**src/rtl/multicycle_control_if.sv**
```systemverilog
// Memory-bus handshake between the multicycle control FSM and the shared
// single-port memory.
//   mem_valid : bus request from the controller
//   memwrite  : store strobe, qualifies mem_valid
//   mem_ready : completion from memory, valid in the cycle it is high
interface multicycle_control_if;
    logic mem_valid;
    logic memwrite;
    logic mem_ready;

    modport master (output mem_valid, output memwrite, input mem_ready);
    modport slave  (input mem_valid, input memwrite, output mem_ready);
endinterface

```
**src/rtl/multicycle_control.sv**
```systemverilog
// Main control FSM of the rv32i multicycle core. Every instruction walks
// fetch -> decode -> execute/memory -> writeback; memory states hold until
// the bus handshake completes.
//   clk, reset   : core clock, synchronous active-high reset
//   i_opcode     : instr[6:0] from the IR
//   bus          : memory handshake (mem_valid, memwrite out; mem_ready in)
//   o_state      : current FSM state (debug)
//   o_immsrc     : immediate format select
//   o_alusrca/b  : ALU operand selects, o_aluop: ALU operation class
//   o_resultsrc  : result mux select, o_adrsrc: memory address select
//   o_irwrite, o_pcupdate, o_branch, o_regwrite : datapath strobes
//   o_illegal_instr : one-cycle pulse on an undecodable opcode
module multicycle_control #(
    parameter bit FENCE_IS_NOP = 1'b1
) (
    input  logic                   clk,
    input  logic                   reset,
    input  logic [6:0]             i_opcode,
    multicycle_control_if.master   bus,
    output logic [3:0]             o_state,
    output logic [2:0]             o_immsrc,
    output logic [1:0]             o_alusrca,
    output logic [1:0]             o_alusrcb,
    output logic [1:0]             o_aluop,
    output logic [1:0]             o_resultsrc,
    output logic                   o_adrsrc,
    output logic                   o_irwrite,
    output logic                   o_pcupdate,
    output logic                   o_branch,
    output logic                   o_regwrite,
    output logic                   o_illegal_instr
);
    typedef enum logic [3:0] {
        S_FETCH    = 4'd0,  S_DECODE   = 4'd1,  S_MEMADR   = 4'd2,
        S_MEMREAD  = 4'd3,  S_MEMWB    = 4'd4,  S_MEMWRITE = 4'd5,
        S_EXECUTER = 4'd6,  S_EXECUTEI = 4'd7,  S_ALUWB    = 4'd8,
        S_BRANCH   = 4'd9,  S_JAL      = 4'd10, S_JALR     = 4'd11,
        S_LUI      = 4'd12, S_AUIPC    = 4'd13
    } state_t;

    localparam logic [6:0] OP_LOAD  = 7'b0000011;
    localparam logic [6:0] OP_STORE = 7'b0100011;
    localparam logic [6:0] OP_R     = 7'b0110011;
    localparam logic [6:0] OP_I     = 7'b0010011;
    localparam logic [6:0] OP_BR    = 7'b1100011;
    localparam logic [6:0] OP_JAL   = 7'b1101111;
    localparam logic [6:0] OP_JALR  = 7'b1100111;
    localparam logic [6:0] OP_LUI   = 7'b0110111;
    localparam logic [6:0] OP_AUIPC = 7'b0010111;
    localparam logic [6:0] OP_FENCE = 7'b0001111;

    localparam logic [2:0] IMM_I = 3'd0, IMM_S = 3'd1, IMM_B = 3'd2,
                           IMM_J = 3'd3, IMM_U = 3'd4;

    state_t r_state;
    state_t w_next;
    logic   w_mem_valid, w_memwrite;

    always_ff @(posedge clk) begin
        if (reset) r_state <= S_FETCH;
        else       r_state <= w_next;
    end

    always_comb begin
        w_next          = S_FETCH;
        o_immsrc        = IMM_I;
        o_alusrca       = 2'b00;
        o_alusrcb       = 2'b00;
        o_aluop         = 2'b00;
        o_resultsrc     = 2'b00;
        o_adrsrc        = 1'b0;
        w_mem_valid     = 1'b0;
        w_memwrite      = 1'b0;
        o_irwrite       = 1'b0;
        o_pcupdate      = 1'b0;
        o_branch        = 1'b0;
        o_regwrite      = 1'b0;
        o_illegal_instr = 1'b0;
        case (r_state)
            S_FETCH: begin
                // PC+4 is computed while the instruction word is fetched
                w_mem_valid = 1'b1;
                o_alusrcb   = 2'b10;
                o_resultsrc = 2'b10;
                o_irwrite   = bus.mem_ready;
                o_pcupdate  = bus.mem_ready;
                w_next      = bus.mem_ready ? S_DECODE : S_FETCH;
            end
            S_DECODE: begin
                // speculative oldPC+imm target for branches and JAL
                o_alusrca = 2'b01;
                o_alusrcb = 2'b01;
                o_immsrc  = (i_opcode == OP_JAL) ? IMM_J : IMM_B;
                case (i_opcode)
                    OP_LOAD, OP_STORE: w_next = S_MEMADR;
                    OP_R:              w_next = S_EXECUTER;
                    OP_I:              w_next = S_EXECUTEI;
                    OP_BR:             w_next = S_BRANCH;
                    OP_JAL:            w_next = S_JAL;
                    OP_JALR:           w_next = S_JALR;
                    OP_LUI:            w_next = S_LUI;
                    OP_AUIPC:          w_next = S_AUIPC;
                    OP_FENCE:          o_illegal_instr = !FENCE_IS_NOP;
                    default:           o_illegal_instr = 1'b1;
                endcase
            end
            S_MEMADR: begin
                o_alusrca = 2'b10;
                o_alusrcb = 2'b01;
                o_immsrc  = (i_opcode == OP_STORE) ? IMM_S : IMM_I;
                w_next    = (i_opcode == OP_STORE) ? S_MEMWRITE : S_MEMREAD;
            end
            S_MEMREAD: begin
                w_mem_valid = 1'b1;
                o_adrsrc    = 1'b1;
                w_next      = bus.mem_ready ? S_MEMWB : S_MEMREAD;
            end
            S_MEMWB: begin
                o_resultsrc = 2'b01;
                o_regwrite  = 1'b1;
            end
            S_MEMWRITE: begin
                w_mem_valid = 1'b1;
                w_memwrite  = 1'b1;
                o_adrsrc    = 1'b1;
                w_next      = bus.mem_ready ? S_FETCH : S_MEMWRITE;
            end
            S_EXECUTER: begin
                o_alusrca = 2'b10;
                o_aluop   = 2'b10;
                w_next    = S_ALUWB;
            end
            S_EXECUTEI: begin
                o_alusrca = 2'b10;
                o_alusrcb = 2'b01;
                o_aluop   = 2'b10;
                w_next    = S_ALUWB;
            end
            S_ALUWB: o_regwrite = 1'b1;
            S_BRANCH: begin
                o_alusrca = 2'b10;
                o_aluop   = 2'b01;
                o_branch  = 1'b1;
            end
            S_JALR: begin
                // rs1+imm target; JAL then loads the PC and writes oldPC+4
                o_alusrca = 2'b10;
                o_alusrcb = 2'b01;
                w_next    = S_JAL;
            end
            S_JAL: begin
                o_alusrca  = 2'b01;
                o_alusrcb  = 2'b10;
                o_pcupdate = 1'b1;
                w_next     = S_ALUWB;
            end
            S_LUI: begin
                o_alusrca = 2'b11;
                o_alusrcb = 2'b01;
                o_immsrc  = IMM_U;
                w_next    = S_ALUWB;
            end
            S_AUIPC: begin
                o_alusrca = 2'b01;
                o_alusrcb = 2'b01;
                o_immsrc  = IMM_U;
                w_next    = S_ALUWB;
            end
            default: w_next = S_FETCH;
        endcase
        // reset abandons any access in flight
        if (reset) begin
            w_mem_valid     = 1'b0;
            w_memwrite      = 1'b0;
            o_irwrite       = 1'b0;
            o_pcupdate      = 1'b0;
            o_branch        = 1'b0;
            o_regwrite      = 1'b0;
            o_illegal_instr = 1'b0;
        end
    end

    assign bus.mem_valid = w_mem_valid;
    assign bus.memwrite  = w_memwrite;
    assign o_state       = r_state;
endmodule

```
**src/flat_wrapper.sv**
```systemverilog
// flat-port wrapper written by rule: the top's interface ports become plain ports
module multicycle_control_flat 
#(
    parameter bit FENCE_IS_NOP = 1'b1
)
  (clk, reset, i_opcode, o_state, o_immsrc, o_alusrca, o_alusrcb, o_aluop, o_resultsrc, o_adrsrc, o_irwrite, o_pcupdate, o_branch, o_regwrite, o_illegal_instr, bus_mem_valid, bus_memwrite, bus_mem_ready);
  multicycle_control_if bus_i ();
  input  logic clk;
  input  logic reset;
  input  logic [6:0] i_opcode;
  output logic [3:0] o_state;
  output logic [2:0] o_immsrc;
  output logic [1:0] o_alusrca;
  output logic [1:0] o_alusrcb;
  output logic [1:0] o_aluop;
  output logic [1:0] o_resultsrc;
  output logic o_adrsrc;
  output logic o_irwrite;
  output logic o_pcupdate;
  output logic o_branch;
  output logic o_regwrite;
  output logic o_illegal_instr;
  output wire logic [$bits(bus_i.mem_valid)-1:0] bus_mem_valid;
  output wire logic [$bits(bus_i.memwrite)-1:0] bus_memwrite;
  input wire logic [$bits(bus_i.mem_ready)-1:0] bus_mem_ready;
  assign bus_mem_valid = bus_i.mem_valid;
  assign bus_memwrite = bus_i.memwrite;
  assign bus_i.mem_ready = bus_mem_ready;
  multicycle_control #(.FENCE_IS_NOP(FENCE_IS_NOP)) u_core (.clk(clk), .reset(reset), .i_opcode(i_opcode), .bus(bus_i), .o_state(o_state), .o_immsrc(o_immsrc), .o_alusrca(o_alusrca), .o_alusrcb(o_alusrcb), .o_aluop(o_aluop), .o_resultsrc(o_resultsrc), .o_adrsrc(o_adrsrc), .o_irwrite(o_irwrite), .o_pcupdate(o_pcupdate), .o_branch(o_branch), .o_regwrite(o_regwrite), .o_illegal_instr(o_illegal_instr));
endmodule
```
**config.mk**
```make
export PLATFORM = sky130hd
export DESIGN_NAME = multicycle_control_flat
export DESIGN_NICKNAME = d
export VERILOG_FILES = /design/src/rtl/multicycle_control_if.sv /design/src/rtl/multicycle_control.sv /design/src/flat_wrapper.sv
export SDC_FILE = /design/constraint.sdc
export NUM_CORES = 1
export LEC_CHECK = 0
export CORE_ASPECT_RATIO = 1.2
export CORE_UTILIZATION = 30
export DETAILED_ROUTE_END_ITERATION = 8
export GPL_TIMING_DRIVEN = 0
export SYNTH_ARGS = -nofsm -noshare
export SYNTH_HDL_FRONTEND = slang
export SYNTH_SLANG_ARGS = --single-unit
```
**constraint.sdc**
```tcl
create_clock -name clk -period 3.4 [get_ports clk]
set_clock_uncertainty 0.2 [all_clocks]
set_input_delay 0.68 -clock clk [delete_from_list [all_inputs] [get_ports clk]]
set_output_delay 0.68 -clock clk [all_outputs]
set_load 0.01 [all_outputs]
```
Word level (Yosys, flattened, before mapping)
Index checks and enable logic that the tools add are counted.
{"block": "classes", "eq_ne": 23, "n_mux": 29, "n_reduce_logical": 13}
{"operator": "$pmux 4 s8", "count": 1}
{"operator": "$pmux 4 s7", "count": 1}
{"operator": "$eq 4x4->1 const B", "count": 6}
{"operator": "$eq 7x6->1 const B", "count": 3}
{"operator": "$eq 7x7->1 const B", "count": 3}
{"operator": "$mux 1", "count": 18}
{"operator": "$eq 4x3->1 const B", "count": 4}
{"operator": "$eq 7x5->1 const B", "count": 2}
{"operator": "$pmux 2 s2", "count": 3}
{"operator": "$reduce_or 2->1", "count": 6}
{"operator": "$reduce_or 10->1", "count": 1}
{"operator": "$reduce_or 5->1", "count": 2}
{"operator": "$mux 3", "count": 3}
{"operator": "$pmux 3 s3", "count": 1}
{"operator": "$eq 4x2->1 const B", "count": 2}
{"operator": "$eq 7x2->1 const B", "count": 1}
{"operator": "$eq 7x4->1 const B", "count": 1}
{"operator": "$pmux 2 s3", "count": 1}
{"operator": "$reduce_or 3->1", "count": 2}
{"operator": "$reduce_or 6->1", "count": 1}
{"operator": "$eq 4x1->1 const B", "count": 1}
{"operator": "$logic_not 4->1", "count": 1}
{"operator": "$pmux 1 s2", "count": 1}
{"block": "totals", "ff_bits": 4, "inputBits": 10, "elab_cells": 66}

Longest topological paths before layout
{"block": "logic_depth", "depth_word": 5, "mapped_depth": 6}

Least setup slack after synthesis
OpenSTA, ideal clock, no wires.
{"block": "synth_timing", "path_kind": "input -> output", "start": "input i_opcode[5]", "end": "output o_illegal_instr", "arrival_time_ns": 1.538, "required_time_ns": 2.520, "setup_slack_ns": 0.982, "stages": 4, "path_cell_list": "or3b_1 a21oi_1 a21oi_1 o311a_1"}
{"block": "synth_via", "elab_chain_cells": 5, "word_cells_on_any_way": 14, "cone_classes": "10 x eq/ne; 3 x mux; 1 x reduce/logical"}
{"item": "start: declaration", "line": "flat_wrapper.sv:10", "source": "input logic [6:0] i_opcode;"}
{"item": "$eq 7x4->1, or another cell as far along", "line": "multicycle_control.sv:94", "source": "case (i_opcode)"}
{"item": "$reduce_or 10->1 (no source line) *"}
{"item": "$mux 1 *", "line": "multicycle_control.sv:94"}
{"item": "$mux 1 *", "line": "multicycle_control.sv:79", "source": "case (r_state)"}
{"item": "$mux 1 *", "line": "multicycle_control.sv:172", "source": "if (reset) begin"}
{"item": "end: declaration", "line": "flat_wrapper.sv:22", "source": "output logic o_illegal_instr;"}
Mark *: on every way between the ends. The rest lies on a longest branch, timed or not.

Worst setup path in the final report
{"block": "layout_timing", "start": "input i_opcode[2]", "end": "output o_immsrc[0]"}
{"block": "layout_via", "elab_chain_cells": 3, "word_cells_on_any_way": 5, "cone_classes": "2 x eq/ne; 3 x mux"}
{"item": "$eq 7x6->1 / $eq 7x7->1 (equally long branches)", "line": "multicycle_control.sv:110, multicycle_control.sv:93"}
{"item": "$mux 1 (on tied branches)", "line": "multicycle_control.sv:110, multicycle_control.sv:93"}
{"item": "$pmux 3 s3 *", "line": "multicycle_control.sv:79"}
{"item": "end: declaration", "line": "flat_wrapper.sv:12", "source": "output logic [2:0] o_immsrc;"}
Marks and branches as above.

==> impl_metrics.yaml <==
routing:
  drc: 0
  avgRoutedWirePerCell_um: 12.8
  wirelength_um: 2220
  vias: 929
  drtPass1Iterations: 4
  vias_per_cell: 5.34
  drtAntennaViolNets: 0
  drtIter0Drc: 22
sta:
  slew_viol_final: 0
  relSlewSlack_pct: 70.0
  setup_viol_count_final: 0
  hold_violations: 0
  max_freq_mhz: 303
  layout_min_cycle_time_ps: 3300
  fin_crit_sh_pct: 97.0
  rsz0062_at_grt: "no"
  tightest_slew_ps: 438
floorplanning:
  ios: 33
  die_y_um: 55.6
  initial_core_util_pct: 31.5
  coreArea_um2: 2280
  die-area_um2: 2600
  num_rows: 19
  die-width_um: 46.7
synthesis:
  synthFlopType: "dfxtp_1"
  yosysWarnings: 0
  async_flop_share_pct: 0
  synth-edff-count: 0
  ys_ff_latch: 4
  mappedNetlistArea_um2: 719
  synth.avg_cell_area_um2: 6.60
  ys_seq_area_share_pct: 11.1
  ys_types: 39
  synthesis.nets: 119
  synth_cells: 109
layout:
  synthToLayoutAreaGrowth_pct: 51.1
  layout_commonest_cell: "clkdlybuf4s50_1"
  largest_reg_flops: 4
  layout-drive-gt1-share_pct: 12.6
  final_nets: 155
  fin_util_pct: 47.6
  diodes: 0
  final_cell_mix: "clkdlybuf4s50_1, nor3_1, nor2_1"
  stdcell_count: 174
clock_tree:
  max-clock-path-buffers: 2
  clk_pin_slew_ps: 40
  cts_tree: "built"
  cts-root-buf: "clkbuf_4"
  clk_latency_ps: 240
  cts_buffers: 3
  htree_num_levels: 1
  cts_sinks: 4
power_and_ir_drop:
  p_leak_uw: 0.000378
  max-vdd-ir-drop_v: 0.000146
  powerDensity_nw_per_um2: 167
min_path:
  min_path_type: "input pin to register"
  holdCritStartpoint: "i_opcode[4]"
grt:
  grt_pass1_vias: 856
  grt_max_degree: 11
  overflow: 0
  gr-usage-all-layers_pct: 17.6
  grt_pass1_wl_um: 3530
  antenna_found_initial: 0
critical_path:
  cp.arrival_ps: 2420
  reg2reg_setup_slack_ps: 1770
  reg2reg_from: "u_core.o_state[0]"
  rr_worst_depth: 5
  worstSetupEndpoint: "o_immsrc[0]"
  cp-start-kind: "input pin"
  crit_fanout: 5
  crit_start: "i_opcode[2]"
  cp.required_ps: 2520
  timing.rr.end: "u_core.o_state[1]"
  cp-end-kind: "primary output"
  criticalPathCategory: "input pin to primary output"
placement:
  place.gp.congestion: 0.803
  port_buffers: 30
  place_hpwl_um: 1720
  placedCellCount: 170
status:
  outcome: "complete, no violations"
flow_run:
  max_cap_violations: 0
==> power breakdown <==
part / internal, uW / leakage, uW / total (uW) / switching [uW]
sequential: 48.2 / 0.0000325 / 50.5 / 2.31
clock: 39.5 / 0.0000138 / 59.1 / 19.6
combinational: 36.9 / 0.000331 / 72.5 / 35.5
==> worst max-delay path, stage by stage <==
cell and delay (ps):
clkdlybuf4s50_1 560, inv_1 130, nor4_4 330, nand3_1 110
nand2_1 70, clkdlybuf4s50_1 530
==> synthesized netlist by cell type (all sizes together) (2+ instances only) <==
cell | n | share of area, %
a211oi | 3 | 3.1
a21oi | 8 | 5.6
buf | 8 | 8.0
dfxtp | 4 | 11
inv | 4 | 2.1
nand2 | 8 | 4.2
nand2b | 5 | 5.4
nand3 | 6 | 4.2
nor2 | 13 | 6.8
nor2b | 4 | 3.5
nor3 | 15 | 12
nor4 | 5 | 6.4
o21ai | 3 | 2.1
o21bai | 2 | 2.1
o31ai | 2 | 2.1
or3b | 2 | 2.4
==> metal layers <==
| layer | vias up | part of all wire, % | wire (um) | GRT usage, % |
|---|---|---|---|---|
| met5 | - | 0 | 0 | 0 |
| met4 | 0 | 0 | 0 | 5.31 |
| met3 | 0 | 4.5 | 101 | 1.95 |
| met2 | 30 | 52 | 1160 | 30.2 |
| met1 | 429 | 43 | 966 | 22.2 |
| li1 | 470 | - | - | - |
==> area by class of cell <==
class / instances / area [um2]
plain buffers: 9 / 61.3
repair buffers: 31 / 307
multi-input cells: 92 / 563
clock buffers: 3 / 22.5
well taps: 31 / 38.8
flip-flops and latches: 4 / 80.1
inverters: 4 / 15.0
fillers: 261 / 1190
==> repair_timing <==
action                                  4_1_cts  5_1_grt
gates resized for setup                       1        0
pin swaps                                     0        1
buffers inserted                              0        1
hold buffers                                  0        0
endpoints found under the setup margin        1        1
==> stage by stage <==
stage	instance area (um2)	TNS [ps]	total power, uW	setup WS [ps]	hold WS, ps
2_1_floorplan	719	0	89.7	982	513
3_3_place_gp	1060	0	123	0.131	582
3_5_place_dp	1060	-14.0	123	-14.0	572
4_1_cts	1080	0	182	69.8	575
5_1_grt	1090	0	192	6.73	600
6_report	1090	0	182	104	570
==> kinds of logic (layout without fill, tap and decap cells) <==
kind of cell    Yosys count  count (layout)  share of synthesized area (%)
xor+xnor                  1               1                           1.22
mux                       1               1                           1.39
compound gates           26              26                           23.8
buf+inv                  13              47                           10.6
simple gates             64              64                           51.8
flops                     4               4                           11.1
==> worst min-delay path by stage <==
| stage | to | slack [ps] | cells past startpoint |
|---|---|---|---|
| CTS | u_core.o_state[3] | 570 | 3 |
| global placement | u_core.o_state[3] | 580 | 3 |
| detailed placement | u_core.o_state[3] | 570 | 3 |
| floorplan | u_core.o_state[3] | 510 | 3 |
| finish | u_core.o_state[2] | 570 | 3 |
| global route | u_core.o_state[2] | 600 | 3 |
No activity file was read; power rests on OpenSTA's default activity.
